<file path="config.mk">
export PLATFORM = sky130hd
export DESIGN_NAME = voting_ballot_collector
export DESIGN_NICKNAME = d
export VERILOG_FILES = /design/src/rtl/voting_pkg.sv /design/src/rtl/voting_ballot_bank.sv /design/src/rtl/voting_ballot_collector.sv
export SDC_FILE = /design/constraint.sdc
export NUM_CORES = 1
export LEC_CHECK = 0
export CORE_MARGIN = 2
export CORE_UTILIZATION = 41
export CTS_CLUSTER_DIAMETER = 150
export DETAILED_ROUTE_END_ITERATION = 16
export PLACE_DENSITY = 0.77
export SLEW_MARGIN = 30
export SYNTH_ARGS = -nofsm -noshare
export SYNTH_HDL_FRONTEND = slang
export SYNTH_HIERARCHICAL = 1
export SYNTH_SLANG_ARGS = --single-unit
export TNS_END_PERCENT = 5
</file>
<file path="constraint.sdc">
create_clock -name clk -period 2.1 [get_ports clk]
set_clock_uncertainty 0.2 [all_clocks]
set_input_delay 0.42 -clock clk [delete_from_list [all_inputs] [get_ports clk]]
set_output_delay 0.42 -clock clk [all_outputs]
set_load 0.01 [all_outputs]
</file>
<file path="src/rtl/voting_pkg.sv">
// Shared definitions for the voting ballot collector slice.
// Holds the default geometry (4 voters, 2-bit ballots, 2-bit IDs), the
// collector state encoding and the ballot typedef used by the collector and
// its register bank.
package voting_pkg;

  localparam int DEF_N_VOTERS = 4;
  localparam int DEF_VOTE_W   = 2;
  localparam int DEF_ID_W     = 2;
  localparam int DEF_TIMEOUT  = 64;
  localparam int BALLOT_VEC_W = DEF_N_VOTERS * DEF_VOTE_W;

  typedef logic [DEF_VOTE_W-1:0] ballot_t;

  typedef enum logic [0:0] {
    COLLECT = 1'b0,
    PRESENT = 1'b1
  } state_t;

endpackage

</file>
<file path="src/rtl/voting_ballot_bank.sv">
// Ballot register bank: one VOTE_W-bit slot per voter plus the voted mask.
// Ports:
//   clk, rst_n   clock, async active-low reset
//   i_wr_en      store i_wr_data into slot i_wr_idx and set its mask bit
//   i_wr_idx     slot index (must be < N_VOTERS when i_wr_en is high)
//   i_wr_data    ballot bits, stored verbatim
//   i_clr        clear every slot and the mask (wins over a write)
//   o_ballots    packed slots, voter k at [VOTE_W*k +: VOTE_W]
//   o_mask       bit k set once slot k was written this round
module voting_ballot_bank
  import voting_pkg::*;
#(
  parameter int N_VOTERS = DEF_N_VOTERS,
  parameter int VOTE_W   = DEF_VOTE_W,
  parameter int ID_W     = DEF_ID_W
) (
  input  logic                       clk,
  input  logic                       rst_n,
  input  logic                       i_wr_en,
  input  logic [ID_W-1:0]            i_wr_idx,
  input  logic [VOTE_W-1:0]          i_wr_data,
  input  logic                       i_clr,
  output logic [N_VOTERS*VOTE_W-1:0] o_ballots,
  output logic [N_VOTERS-1:0]        o_mask
);

  logic [N_VOTERS*VOTE_W-1:0] r_ballots;
  logic [N_VOTERS-1:0]        r_mask;

  // Slot and mask storage; clear has priority over a write.
  always_ff @(posedge clk or negedge rst_n) begin
    if (!rst_n) begin
      r_ballots <= '0;
      r_mask    <= '0;
    end else if (i_clr) begin
      r_ballots <= '0;
      r_mask    <= '0;
    end else if (i_wr_en) begin
      for (int k = 0; k < N_VOTERS; k++) begin
        if (i_wr_idx == ID_W'(k)) begin
          r_ballots[VOTE_W*k +: VOTE_W] <= i_wr_data;
          r_mask[k]                     <= 1'b1;
        end
      end
    end
  end

  assign o_ballots = r_ballots;
  assign o_mask    = r_mask;

endmodule

</file>
<file path="src/rtl/voting_ballot_collector.sv">
// Ballot collector in front of the combinational tally stage.
// Takes one ballot per cycle from the voter bus, rejects out-of-range and
// duplicate voter IDs with one-cycle error pulses, and presents the packed
// ballot vector once every voter has voted. The vector is held until the
// consumer accepts it, then the bank is cleared and a new round opens.
// Ports:
//   clk, rst_n                 clock, async active-low reset
//   vote_valid/vote_ready      voter bus handshake
//   vote_id, vote_data         voter index and ballot bits
//   ballots_valid/ready        handshake towards the tally
//   p_ballots                  packed ballots, voter k at [VOTE_W*k +: VOTE_W]
//   voted_mask                 voters accepted this round
//   err_bad_id, err_dup        one-cycle rejection pulses
//   round_cnt                  completed rounds, wraps at 255
//   timed_out                  only with VOTING_COLLECTOR_TIMEOUT_EN: round
//                              closed by the timeout rather than a full mask
// Build option: VOTING_COLLECTOR_TIMEOUT_EN enables the round timeout.
module voting_ballot_collector
  import voting_pkg::*;
#(
  parameter int N_VOTERS = DEF_N_VOTERS,
  parameter int VOTE_W   = DEF_VOTE_W,
  parameter int ID_W     = DEF_ID_W
`ifdef VOTING_COLLECTOR_TIMEOUT_EN
  ,
  parameter int TIMEOUT  = DEF_TIMEOUT
`endif
) (
  input  logic                       clk,
  input  logic                       rst_n,
  input  logic                       vote_valid,
  output logic                       vote_ready,
  input  logic [ID_W-1:0]            vote_id,
  input  logic [VOTE_W-1:0]          vote_data,
  output logic                       ballots_valid,
  input  logic                       ballots_ready,
  output logic [N_VOTERS*VOTE_W-1:0] p_ballots,
  output logic [N_VOTERS-1:0]        voted_mask,
  output logic                       err_bad_id,
  output logic                       err_dup,
  output logic [7:0]                 round_cnt
`ifdef VOTING_COLLECTOR_TIMEOUT_EN
  ,
  output logic                       timed_out
`endif
);

  state_t              r_state;
  state_t              w_next_state;
  logic [N_VOTERS-1:0] w_mask;
  logic [N_VOTERS-1:0] w_id_hot;
  logic                w_hs;
  logic                w_id_ok;
  logic                w_dup;
  logic                w_accept;
  logic                w_close_full;
  logic                w_timeout;
  logic                w_release;
  logic                r_err_bad_id;
  logic                r_err_dup;
  logic [7:0]          r_round_cnt;

  // One-hot decode of the voter ID; an out-of-range ID decodes to all zeros.
  always_comb begin
    w_id_hot = '0;
    for (int k = 0; k < N_VOTERS; k++) begin
      if (vote_id == ID_W'(k)) begin
        w_id_hot[k] = 1'b1;
      end else begin
        w_id_hot[k] = 1'b0;
      end
    end
  end

  assign vote_ready    = (r_state == COLLECT);
  assign ballots_valid = (r_state == PRESENT);
  assign w_hs          = vote_valid & vote_ready;
  assign w_id_ok       = |w_id_hot;
  assign w_dup         = |(w_id_hot & w_mask);
  assign w_accept      = w_hs & w_id_ok & ~w_dup;
  // Accepted ballot fills the last empty slot.
  assign w_close_full  = w_accept & (&(w_mask | w_id_hot));
  assign w_release     = ballots_valid & ballots_ready;

  voting_ballot_bank #(
    .N_VOTERS (N_VOTERS),
    .VOTE_W   (VOTE_W),
    .ID_W     (ID_W)
  ) u_bank (
    .clk       (clk),
    .rst_n     (rst_n),
    .i_wr_en   (w_accept),
    .i_wr_idx  (vote_id),
    .i_wr_data (vote_data),
    .i_clr     (w_release),
    .o_ballots (p_ballots),
    .o_mask    (w_mask)
  );

  assign voted_mask = w_mask;

`ifdef VOTING_COLLECTOR_TIMEOUT_EN
  localparam int TO_W = $clog2(TIMEOUT + 1);

  logic [TO_W-1:0] r_to_cnt;
  logic            r_timed_out;

  // Zero means idle; the first accepted ballot loads 1 so the round closes
  // TIMEOUT-1 cycles after that ballot.
  assign w_timeout = (r_state == COLLECT) && (r_to_cnt != '0) &&
                     (r_to_cnt == TO_W'(TIMEOUT - 1));

  // Round timeout counter and the timed-out flag shown during PRESENT.
  always_ff @(posedge clk or negedge rst_n) begin
    if (!rst_n) begin
      r_to_cnt    <= '0;
      r_timed_out <= 1'b0;
    end else if (w_release) begin
      r_to_cnt    <= '0;
      r_timed_out <= 1'b0;
    end else if (r_state == COLLECT) begin
      if (w_accept && (w_mask == '0)) begin
        r_to_cnt <= TO_W'(1);
      end else if (r_to_cnt != '0) begin
        r_to_cnt <= r_to_cnt + TO_W'(1);
      end
      r_timed_out <= w_timeout & ~w_close_full;
    end
  end

  assign timed_out = r_timed_out;
`else
  assign w_timeout = 1'b0;
`endif

  // State register.
  always_ff @(posedge clk or negedge rst_n) begin
    if (!rst_n) begin
      r_state <= COLLECT;
    end else begin
      r_state <= w_next_state;
    end
  end

  // Next-state logic: close on a full mask (or timeout), reopen on release.
  always_comb begin
    w_next_state = r_state;
    case (r_state)
      COLLECT: begin
        if (w_close_full || w_timeout) begin
          w_next_state = PRESENT;
        end else begin
          w_next_state = COLLECT;
        end
      end
      PRESENT: begin
        if (ballots_ready) begin
          w_next_state = COLLECT;
        end else begin
          w_next_state = PRESENT;
        end
      end
      default: w_next_state = COLLECT;
    endcase
  end

  // Registered rejection pulses and completed-round counter.
  always_ff @(posedge clk or negedge rst_n) begin
    if (!rst_n) begin
      r_err_bad_id <= 1'b0;
      r_err_dup    <= 1'b0;
      r_round_cnt  <= 8'd0;
    end else begin
      r_err_bad_id <= w_hs & ~w_id_ok;
      r_err_dup    <= w_hs & w_id_ok & w_dup;
      if (w_release) begin
        r_round_cnt <= r_round_cnt + 8'd1;
      end
    end
  end

  assign err_bad_id = r_err_bad_id;
  assign err_dup    = r_err_dup;
  assign round_cnt  = r_round_cnt;

endmodule

</file>
==> run summary, run 1 <==
The path class of the tightest hold or removal check is primary input to async pin. The layout overhead on the synthesized area came out at 43.3%. The number of different library cells in the post-synthesis netlist is 27. After detailed placement, the total cell area comes to 0.00145 mm².

The analysis attributes to net switching a power of 0.573 mW. The count of buffers inserted at the top-level ports came out at 31. In this run the standard cell core region covers 0.00243 mm². The core utilization of the finished layout came out at 0.610. For this run, the leading register cell type out of synthesis is dfrtp_1.

The final number of hold-violating endpoints was 0. The depth of the worst register-to-register path came out at 4. The library cell used most frequently in the layout, excluding fill and tap cells, is clkdlybuf4s50_1. The post-detailed-route count of antenna-violating nets came out at 0. The overflow left after global routing came out at 0. The total via count in the routed design is 794. Once routing completed, OpenROAD measured the worst setup slack at 71.9 ps. The first global-routing pass estimated 3500 µm of wire. The final hold slack came out at 248 ps. Counting flops and latches in the post-synthesis netlist gives 23. The instance count on the critical path is 5. The effective utilization at floorplan is 0.425. The instance count of the mapped netlist came out at 88. The clock buffer count from CTS came out at 3.

The buffer cell driving the clock tree root is clkbuf_4. The finished cells cover 0.00148 mm². For this run, the total global-route usage over all layers was measured as 0.171. The data required time of the worst path came out at 2090 ps. The clock latency on the worst-skew pair is 300 ps. TritonCTS built the clock tree. The register area is 576 µm².

The number of violations of the max-capacitance limit is 0. The final critical delay including setup and external delays came out at 2030 ps. The number of warnings printed during yosys synthesis came out at 6. The share of post-route cells with drive strength above 1 came out at 0.159. The buffer levels on the longest clock path is 2. The routability congestion estimate came out at 0.761. The run finished with clean final reports. The final-report setup violation count came out at 0. The worst IR drop on VDD came out at 0.000551 V. In the layout the commonest cells are 30 x clkdlybuf4s50_1, 23 x dfrtp_1, 11 x nand2b_1, 11 x buf_4, 9 x mux2i_1. Yosys attributes the largest share of cell area to dfrtp_1 56%, mux2i_1 8.7%, nand2b_1 6.7%.

The internal power component came out at 1.16 mW. The part of the power in registers came out at 0.404. The final HPWL from detailed placement is 1700 µm.

The proportion of register bits with asynchronous set or reset after synthesis came out at 1.00. The number of antenna violations at the first check in global routing came to 0. The final layout contains routed wiring with a total length of 2180 µm. The clock-pin slew on the worst setup and hold paths is 130 ps. The areal power density over the cells is 1170 mW/mm². After detailed routing, the number of remaining DRC violations is 0. The most area-hungry cell type in the Yosys netlist is dfrtp_1. The largest single stage delay on the critical path is 480 ps. The highest attainable clock frequency came out at 493 MHz. The net count of the finished layout is 142.

The number of nets in the synthesized netlist is 97. 0 antenna diodes ended up in the layout. The switching power share of the total is 0.331. Among cell families on the critical path, the largest total delay comes from simple AND/OR/NAND/NOR gates. Clock tree synthesis found a total of 23 sinks.

The top-area cell type share of the netlist area is 0.556. After filler insertion, the fill cell instance count of the layout stands at 209. The maximum fanout along the worst path came out at 3. The data arrival at the endpoint of the critical path is 2020 ps. The slowest stage cell on the critical path is clkdlybuf4s50_1. The area of the mapped netlist came out at 0.00103 mm². The deepest level of the CTS H-tree is 1. The top-level I/O count came out at 32. The mean post-synth cell area is 11.8 µm². The number of global-route vias before repair was 769. The number of buffers and inverters on the critical path is 1. The part of the total power dissipated in combinational logic came out at 0.480. The period utilization came out at 0.966. After detailed routing, the average wire length per cell comes to 13.5 µm.

The horizontal extent of the die is 54.2 µm. For this block, the initial DRC count from the detailed router was 4. The standard-cell row count came out at 18. The share of total power in the clock network came out at 0.116. The number of detailed-route iterations in the first pass is 4.

The area of the multi-input gates came out at 435 µm². The pre-CTS setup slack is -468 ps. The critical path goes through clkdlybuf4s50_1, mux4_2, nor3b_2, or3b_4, mux2i_1. The detail-routed via count per cell is 4.90.

The class of the most critical setup path is primary input to flop. Entering global routing, the biggest net connects 24 pins. STA classifies the critical path endpoint as a flop. The y dimension of the die is 54.2 µm. The synthesized design contains 0 enable-type register cells. For this run, the register share of the synthesized area comes to 0.556.

The floorplan die area came out at 0.00294 mm². The launching element type of the critical path is a primary input. The leakage dissipation is 0.709 nW. The final-report max-slew violation count is 0. Setup repair after global routing left no endpoint under its margin.
[layer usage]
layer  GRT usage  part of all wire
met3      0.0164             0.033
met2       0.275              0.52
met4      0.0875             0.012
met5           0                 0
met1       0.229              0.43
[synth_stat cells (2+ instances only)]
cell type	n
inv_1	4
dfrtp_1	23
xnor2_1	4
and3_1	2
nand2b_1	11
nand2_1	5
nand3b_1	2
nor2_1	4
a21oi_1	3
mux2i_1	9
nand4_1	3
xor2_1	3
[what timing repair did]
action	CTS	global route
endpoints found under the setup margin	11	1
buffers inserted	0	1
gates resized for setup	1	0
hold endpoints to repair	0	0
cloned	0	0
pin swaps	1	0
hold buffers	0	0
[through the flow]
| step | power (mW) | cells | TNS (ps) |
|---|---|---|---|
| 2_1_floorplan | 1.04 | 88 | 0 |
| 3_3_place_gp | 1.51 | 157 | -3910 |
| 3_5_place_dp | 1.54 | 157 | -4800 |
| 4_1_cts | 1.74 | 161 | 0 |
| 5_1_grt | 1.86 | 162 | 0 |
| 6_report | 1.73 | 162 | 0 |
[power groups by stage]
| stage | Combinational [mW] | Clock [mW] | Sequential (mW) |
|---|---|---|---|
| 6_report | 0.831 | 0.201 | 0.700 |
| 5_1_grt | 0.909 | 0.231 | 0.719 |
| 4_1_cts | 0.828 | 0.212 | 0.705 |
| 3_5_place_dp | 0.826 | 0 | 0.714 |
| 2_1_floorplan | 0.254 | 0 | 0.790 |
| 3_3_place_gp | 0.805 | 0 | 0.708 |
[cell type report]
type / count / share of cell area
timing repair buffer: 42 / 0.264
clock buffer: 3 / 0.0152
sequential: 23 / 0.388
tap: 30 / 0.0253
multi-input combinational: 59 / 0.294
inverter: 4 / 0.0101
clock inverter: 1 / 0.00338
[cells by family after synthesis]
kind of cell,count (synthesis),synth area share
compound gates,7,0.0411
xor+xnor,7,0.0593
fa+ha+maj,1,0.0121
buf+inv,6,0.0230
flops,23,0.556
mux,11,0.120
other cells,1,0.00362
simple gates,32,0.185
[state kept, by name, summed over array words and instances, names as in the netlist]
signal / count
ballots_valid: 1
u_bank/o_mask: 4
err_dup: 1
err_bad_id: 1
u_bank/o_ballots: 8
round_cnt: 8
[worst register-to-register path, cell delays in order (launching register included)]
cell     delay [ps]
dfrtp_1         410
mux4_2          500
nor3b_2         230
or3b_4          430
mux2i_1         130
[final timing paths]
check	from	slack, ps	to
setup reg to reg	u_bank/o_mask[3]$_DFFE_PN0P_	90	u_bank/o_ballots[0]$_DFFE_PN0P_
hold / removal	rst_n	250	err_bad_id$_DFF_PN0_
hold reg to reg	round_cnt[7]$_DFFE_PN0P_	270	round_cnt[7]$_DFFE_PN0P_
setup / recovery	vote_id[1]	70	u_bank/o_ballots[0]$_DFFE_PN0P_
max in group asynchronous	rst_n	1220	u_bank/o_mask[2]$_DFFE_PN0P_
min in group clk	round_cnt[7]$_DFFE_PN0P_	270	round_cnt[7]$_DFFE_PN0P_
Note: power is estimated with default switching activity, not from simulation.
==> inputs of run 2 (changes only) <==
Settings changed: CORE_UTILIZATION 41 to 24, PLACE_DENSITY 0.77 to 0.51.
==> run 2 against run 1 <==
Cell count up 12%. Worst setup slack better by 18 ps. First-iteration DRC count rose by 75%. Clock power rose by 33%. Critical endpoint is now u_bank/o_ballots[1]$_DFFE_PN0P_. Largest cell class unchanged. Largest power group unchanged. Highest routed layer unchanged.
==> run summary, run 2 (synthesized netlist as in run 1, its figures left out) <==
The flow ran to the end, and the final reports show no timing, DRC or antenna violations. The data arrival at the endpoint of the critical path came to 1950 ps (-70 ps). The net count of the finished layout came out at 142 (unchanged).

The number of antenna repair diodes is 0 (unchanged). The setup slack on the worst flop-to-flop path came out at 130 ps (+40 ps). The number of antenna violations at the first check in global routing is 0 (unchanged). The standard-cell row count is 23 (+5). Setup repair after global routing left no endpoint under its margin. The maximum fanout along the worst path is 3 (unchanged).

The part of the power in registers is 0.390 (-0.014). The top-level I/O count came out at 32 (unchanged). The clock buffer count from CTS is 3 (unchanged). For hold timing, the worst endpoint is round_cnt[7]$_DFFE_PN0P_. The number of violations of the max-capacitance limit came out at 0 (unchanged). The worst hold path begins at round_cnt[7]$_DFFE_PN0P_. The layer with the highest usage after global routing is met2. The depth of the worst register-to-register path is 4 (unchanged). The final-report setup violation count is 0 (unchanged).

Tracing the worst setup path back leads to its startpoint at vote_id[0]. The clock-pin slew on the worst setup and hold paths came to 80 ps (-50 ps). The DRC violation total after the first TritonRoute iteration is 7 (+3). In this run the critical register-to-register path is captured at u_bank/o_ballots[1]$_DFFE_PN0P_. In this run the clock root is driven by a clkbuf_8. The leakage dissipation is 0.726 nW (+2.4%).

The hold buffer count at CTS came out at 0 (unchanged). The switching component of the power came out at 0.581 mW (+1.5%). The total via count in the routed design came out at 784 (-1.3%).

The detail-routed via count per cell is 4.31 (-12%). The data required time of the worst path came out at 2040 ps (-50 ps). The number of global-route vias before repair came out at 848 (+10%). The global-route track usage on met3 came out at 0.0218 (+0.00541). The post-detailed-route count of antenna-violating nets came to 0 (unchanged). The final HPWL from detailed placement is 1760 µm (+3.9%).

The routing usage on met2 came out at 0.174 (-0.101). The pre-CTS setup slack is -465 ps (+2.43 ps). The number of sinks driven by the clock tree is 23 (unchanged). The y dimension of the die is 69.7 µm (+28%).

The total global routing track utilization is 0.102 (-0.0691). The worst setup path is of the primary input to flop kind. The cell area after placement came out at 0.00149 mm² (+3.1%). The buffer levels on the longest clock path came out at 2 (unchanged).

The share of post-route cells with drive strength above 1 is 0.152 (-0.00758). The placeable core region came out at 0.00409 mm² (+68%). The internal power component came out at 1.23 mW (+5.8%). In the layout the commonest cells are 29 x clkdlybuf4s50_1, 23 x dfrtp_1, 11 x nand2b_1, 10 x buf_4, 9 x mux2i_1. The final-report max-slew violation count came out at 0 (unchanged). The design area came out at 0.00154 mm² (+3.9%). STA classifies the critical path endpoint as a flop. The part of the total power dissipated in combinational logic came to 0.462 (-0.018).

The overflow left after global routing is 0 (unchanged). The routability congestion estimate came out at 0.798 (+4.8%). The wire length of the first global-routing pass came out at 4020 µm (+15%). STA classifies the critical path startpoint as a primary input. The worst IR drop on VDD came out at 0.000558 V (+1.2%).

The class of the tightest hold or removal check is flop to flop. The number of detailed-route iterations in the first pass came out at 4 (unchanged). The met1 usage came out at 0.126 (-0.103). The period utilization is 0.957 (-0.00848). The library cell used most frequently in the layout, excluding fill and tap cells, is clkdlybuf4s50_1. The final critical delay including setup and external delays was 2010 ps (-17.8 ps). The clock latency on the worst-skew pair is 260 ps (-40 ps).

The effective utilization at floorplan came out at 0.253 (-0.172). The startpoint identified for the worst register-to-register timing path is u_bank/o_mask[3]$_DFFE_PN0P_. The routed wire length is 2320 µm (+6.6%). The setup slack of the critical path after layout was 89.8 ps (+17.8 ps).

The remaining routing DRC violations came out at 0 (unchanged). The per-cell routed wire length came out at 12.8 µm (-5.1%). The cell count of the worst hold path is 1. The switching power share of the total came to 0.322 (-0.00913). The final number of hold-violating endpoints came out at 0 (unchanged). The accumulated negative setup slack came to 0 ps (unchanged).

The highest attainable clock frequency is 497 MHz (+0.89%). The areal power density over the cells is 1170 mW/mm² (+0.52%). The deepest level of the CTS H-tree came out at 1 (unchanged). The count of filler cells inserted in the layout came to 409 (+96%). The core utilization of the finished layout came out at 0.377 (-0.233). The floorplan die area came out at 0.00485 mm² (+65%). The share of total power in the clock network came out at 0.148 (+0.032). The horizontal extent of the die is 69.7 µm (+28%).

The count of buffers inserted at the top-level ports was 31 (unchanged). The clock tree from TritonCTS is built. The layout overhead on the synthesized area came out at 48.9%. The largest net degree at the start of global routing is 24 (unchanged). The number of setup buffers added after CTS is 0 (unchanged).
[run 2: cell types whose count changed in the layout (fill, tap and decap cells not counted), sizes merged]
cell and change:
clkinv -1, clkdlybuf4s50 -1, clkbuf +1, dlymetal6s2s +1
[run 2: what timing repair did]
action | CTS | global route
pin swaps | 1 | 1
resized for setup | 1 | 1
setup endpoints to repair | 11 | 9
[run 2: layout make-up]
type,instances,area (µm²),share of cell area
clock buffers,4,45.0,0.0292
well taps,50,62.6,0.0406
inverters,4,15.0,0.00975
flip-flops and latches,23,576,0.374
repair buffers,42,407,0.264
multi-input cells,59,435,0.283
[run 2: worst max-delay path, stage by stage]
cell and delay, ps:
dlygate4sd2_1 230, mux4_2 530, nor3b_2 210, or3b_4 420, mux2i_1 130
[run 2: how the worst max path moves through the flow]
stage                                                  to  slack [ps]  cells past startpoint
after global placement    u_bank/o_ballots[0]$_DFFE_PN0P_        -420                      5
after floorplan           u_bank/o_ballots[0]$_DFFE_PN0P_          40                      4
after global routing      u_bank/o_ballots[1]$_DFFE_PN0P_          20                      5
after CTS                 u_bank/o_ballots[0]$_DFFE_PN0P_          10                      5
final                     u_bank/o_ballots[1]$_DFFE_PN0P_          90                      5
after detailed placement  u_bank/o_ballots[0]$_DFFE_PN0P_        -470                      5
[run 2: layer usage]
layer	share of wire	routed length [µm]
met5	0	0
met1	0.47	1100
met4	0.0090	21
met2	0.47	1100
met3	0.044	102
[run 2: through the flow]
step                total power, mW  hold WS (ps)  instances
floorplan                      1.04         -75.6         88
global route                   1.95           307        182
global placement               1.55           259        178
finish                         1.81           271        182
CTS                            1.84           280        182
detailed placement             1.56           269        178
[run 2: power by group through the flow]
stage | Sequential [mW] | Clock (mW) | Combinational, mW
final | 0.704 | 0.268 | 0.835
after global routing | 0.730 | 0.306 | 0.911
after CTS | 0.709 | 0.283 | 0.849
after detailed placement | 0.714 | 0 | 0.842
after global placement | 0.712 | 0 | 0.834
after floorplan | 0.790 | 0 | 0.254
==> inputs of run 3 (changes only) <==
Settings changed: CORE_MARGIN 2 to not set, CTS_BUF_LIST set to sky130_fd_sc_hd__clkbuf_4 sky130_fd_sc_hd__clkbuf_8 sky130_fd_sc_hd__clkbuf_16.
==> run 3 against run 2 <==
Non-clock buffer count unchanged. Global-route usage rose by 0.91 points. Routed wire length barely moved. Register-to-register slack about the same. Final area is 0.41% lower. Die area decreased by 5.7%. Largest cell class unchanged. Sequential cell count did not move. Critical path depth down 3. Highest routed layer unchanged. Utilization grew 0.11 points. First-iteration DRC count rose to 3.3 times the previous value. Hold slack improved by 6.8 ps. Clock power grew 7%. Critical endpoint is now vote_ready.
==> run summary, run 3 (synthesized netlist as in run 1, its figures left out) <==
The final hold slack was 278 ps (+6.76 ps). The total via count in the routed design is 781 (-0.38%). The number of setup buffers added after CTS came out at 0 (unchanged). The hold buffer count at CTS came out at 0 (unchanged). The largest individual stage delay along the critical path comes from the cell clkdlybuf4s50_1. The clock buffer count from CTS came out at 3 (unchanged). The number of antenna violations at the first check in global routing is 0 (unchanged). The design area came out at 0.00153 mm² (-0.41%). The highest attainable clock frequency is 501 MHz (+0.79%). Setup repair after global routing left no endpoint under its margin.

The standard-cell row count is 23 (unchanged). The data required time of the worst path was 1480 ps (-560 ps). The total global routing track utilization is 0.111 (+0.00907). The part of the total power dissipated in combinational logic is 0.456 (-0.006). The horizontal extent of the die is 67.7 µm (-2.9%). The clock latency on the worst-skew pair is 260 ps (about the same). The total power after layout is 1.82 mW (+0.62%). The areal power density over the cells came out at 1190 mW/mm² (+1.0%). The critical path goes through inv_1, clkdlybuf4s50_1. TritonCTS built the clock tree. The cell area after placement is 0.00148 mm² (-0.84%). The number of detailed-route iterations in the first pass is 2 (-2).

The switching component of the power came out at 0.582 mW (+0.15%). The switching power share of the total is 0.320 (-0.00150). The overflow left after global routing came out at 0 (unchanged). The final HPWL from detailed placement is 1710 µm (-2.9%). The clock-pin slew on the worst setup and hold paths is 80 ps (about the same). The top-level I/O count came out at 32 (unchanged). The routability congestion estimate came out at 0.737 (-7.7%). The leakage dissipation came out at 0.726 nW (about the same). The count of filler cells inserted in the layout came out at 404 (-1.2%). Leaving out fill and tap cells, the most frequent cell in the layout is clkdlybuf4s50_1. The DRC violation total after the first TritonRoute iteration is 23 (+16). The flow ran to the end, and the final reports show no timing, DRC or antenna violations. The final-report setup violation count came out at 0 (unchanged). The number of violations of the max-capacitance limit came out at 0 (unchanged).

The critical path is of the flop to primary output type. The worst setup path is launched from a flop. The share of post-route cells with drive strength above 1 came out at 0.167 (+0.0152).

The count of buffer and inverter cells on the critical path is 2 (+1). The final critical delay including setup and external delays came out at 1990 ps (-15.8 ps). The largest net degree at the start of global routing came out at 24 (unchanged).

The layout overhead on the synthesized area is 48.2%. The final cell count without fillers is 182 (unchanged). The internal power component is 1.24 mW (+0.84%). STA classifies the critical path endpoint as a primary output. The maximum fanout along the worst path is 4 (+1). The count of buffers inserted at the top-level ports came out at 31 (unchanged). The number of cells after detailed placement came to 178 (unchanged). The period utilization came out at 0.950 (-0.00752). The top cell types in the final layout, fill and taps aside, are 29 x clkdlybuf4s50_1, 23 x dfrtp_1, 11 x nand2b_1, 11 x buf_4, 9 x mux2i_1. The setup slack of the critical path after layout came out at 106 ps (+15.8 ps). The wire length of the first global-routing pass came to 3710 µm (-7.7%). The effective utilization at floorplan is 0.255 (+0.00180). The worst IR drop on VDD came out at 0.000478 V (-14%). The buffer cell driving the clock tree root is clkbuf_8. The deepest level of the CTS H-tree came to 1 (unchanged).

The post-detailed-route count of antenna-violating nets came out at 0 (unchanged). The remaining routing DRC violations came out at 0 (unchanged). The final-report max-slew violation count is 0 (unchanged). Broken down by cell family, the worst path's largest delay share belongs to buffers and inverters. The routed wire length came out at 2320 µm (about the same).

The maximum cell stage delay along the critical path is 540 ps (about the same). The detail-routed via count per cell is 4.29 (-0.38%). The number of antenna repair diodes came out at 0 (unchanged).

The class of the tightest hold or removal check is flop to flop. The pre-CTS setup slack was -488 ps (-22.5 ps). The buffer levels on the longest clock path is 2 (unchanged).

The per-cell routed wire length was 12.7 µm (about the same). The net count of the finished layout is 142 (unchanged). The part of the power in registers came out at 0.386 (-0.004). The share of total power in the clock network was 0.158 (+0.010). The number of global-route vias before repair is 753 (-11%). The placeable core region is 0.00406 mm² (-0.70%). The y dimension of the die is 67.7 µm (-2.9%). The number of sinks driven by the clock tree came out at 23 (unchanged). The floorplan die area is 0.00458 mm² (-5.7%). The final number of hold-violating endpoints came out at 0 (unchanged).

The data arrival at the endpoint of the critical path came out at 1370 ps (-580 ps).
-- run 3: path summary, 6_finish.rpt --
path	from	to	slack, ps	depth (start not counted)
setup / recovery	ballots_valid$_DFF_PN0_	vote_ready	110	2
hold / removal	round_cnt[7]$_DFFE_PN0P_	round_cnt[7]$_DFFE_PN0P_	280	1
setup reg to reg	u_bank/o_mask[3]$_DFFE_PN0P_	u_bank/o_ballots[0]$_DFFE_PN0P_	130	4
hold reg to reg	round_cnt[7]$_DFFE_PN0P_	round_cnt[7]$_DFFE_PN0P_	280	1
max in group asynchronous	rst_n	round_cnt[2]$_DFFE_PN0P_	1140	2
min in group asynchronous	rst_n	err_dup$_DFF_PN0_	310	2
-- run 3: power by group through the flow --
stage               combinational (mW)  clock [mW]  sequential, mW
floorplan                        0.254           0           0.790
global placement                 0.820           0           0.714
detailed placement               0.836           0           0.708
CTS                              0.839       0.305           0.705
global route                     0.915       0.321           0.727
finish                           0.830       0.287           0.702
-- run 3: metal layers --
metal / vias up / wire length, µm / share of wire / global-route usage
li1: 388 / - / - / -
met1: 367 / 1180 / 0.51 / 0.158
met2: 22 / 996 / 0.43 / 0.157
met3: 4 / 121 / 0.052 / 0.0321
met4: 0 / 24 / 0.010 / 0.0399
met5: - / 0 / 0 / 0
-- run 3: repair_timing --
item / in CTS / in global routing
pin swaps: 1 / 1
endpoints found under the setup margin: 11 / 10
gates resized for setup: 1 / 4
-- run 3: cell type report --
cell class / instances / area, µm² / share of cell area
Multi-Input combinational cell: 59 / 442 / 0.288
Sequential cell: 23 / 576 / 0.375
Timing Repair Buffer: 42 / 390 / 0.254
Inverter: 4 / 15.0 / 0.00979
Tap cell: 50 / 62.6 / 0.0408
Clock buffer: 4 / 48.8 / 0.0318
-- run 3: stage by stage --
stage                     TNS, ps   util
after CTS                       0  0.377
after floorplan                 0      -
after global routing            0  0.378
final                           0  0.378
after detailed placement    -5050  0.365
after global placement      -4700  0.365
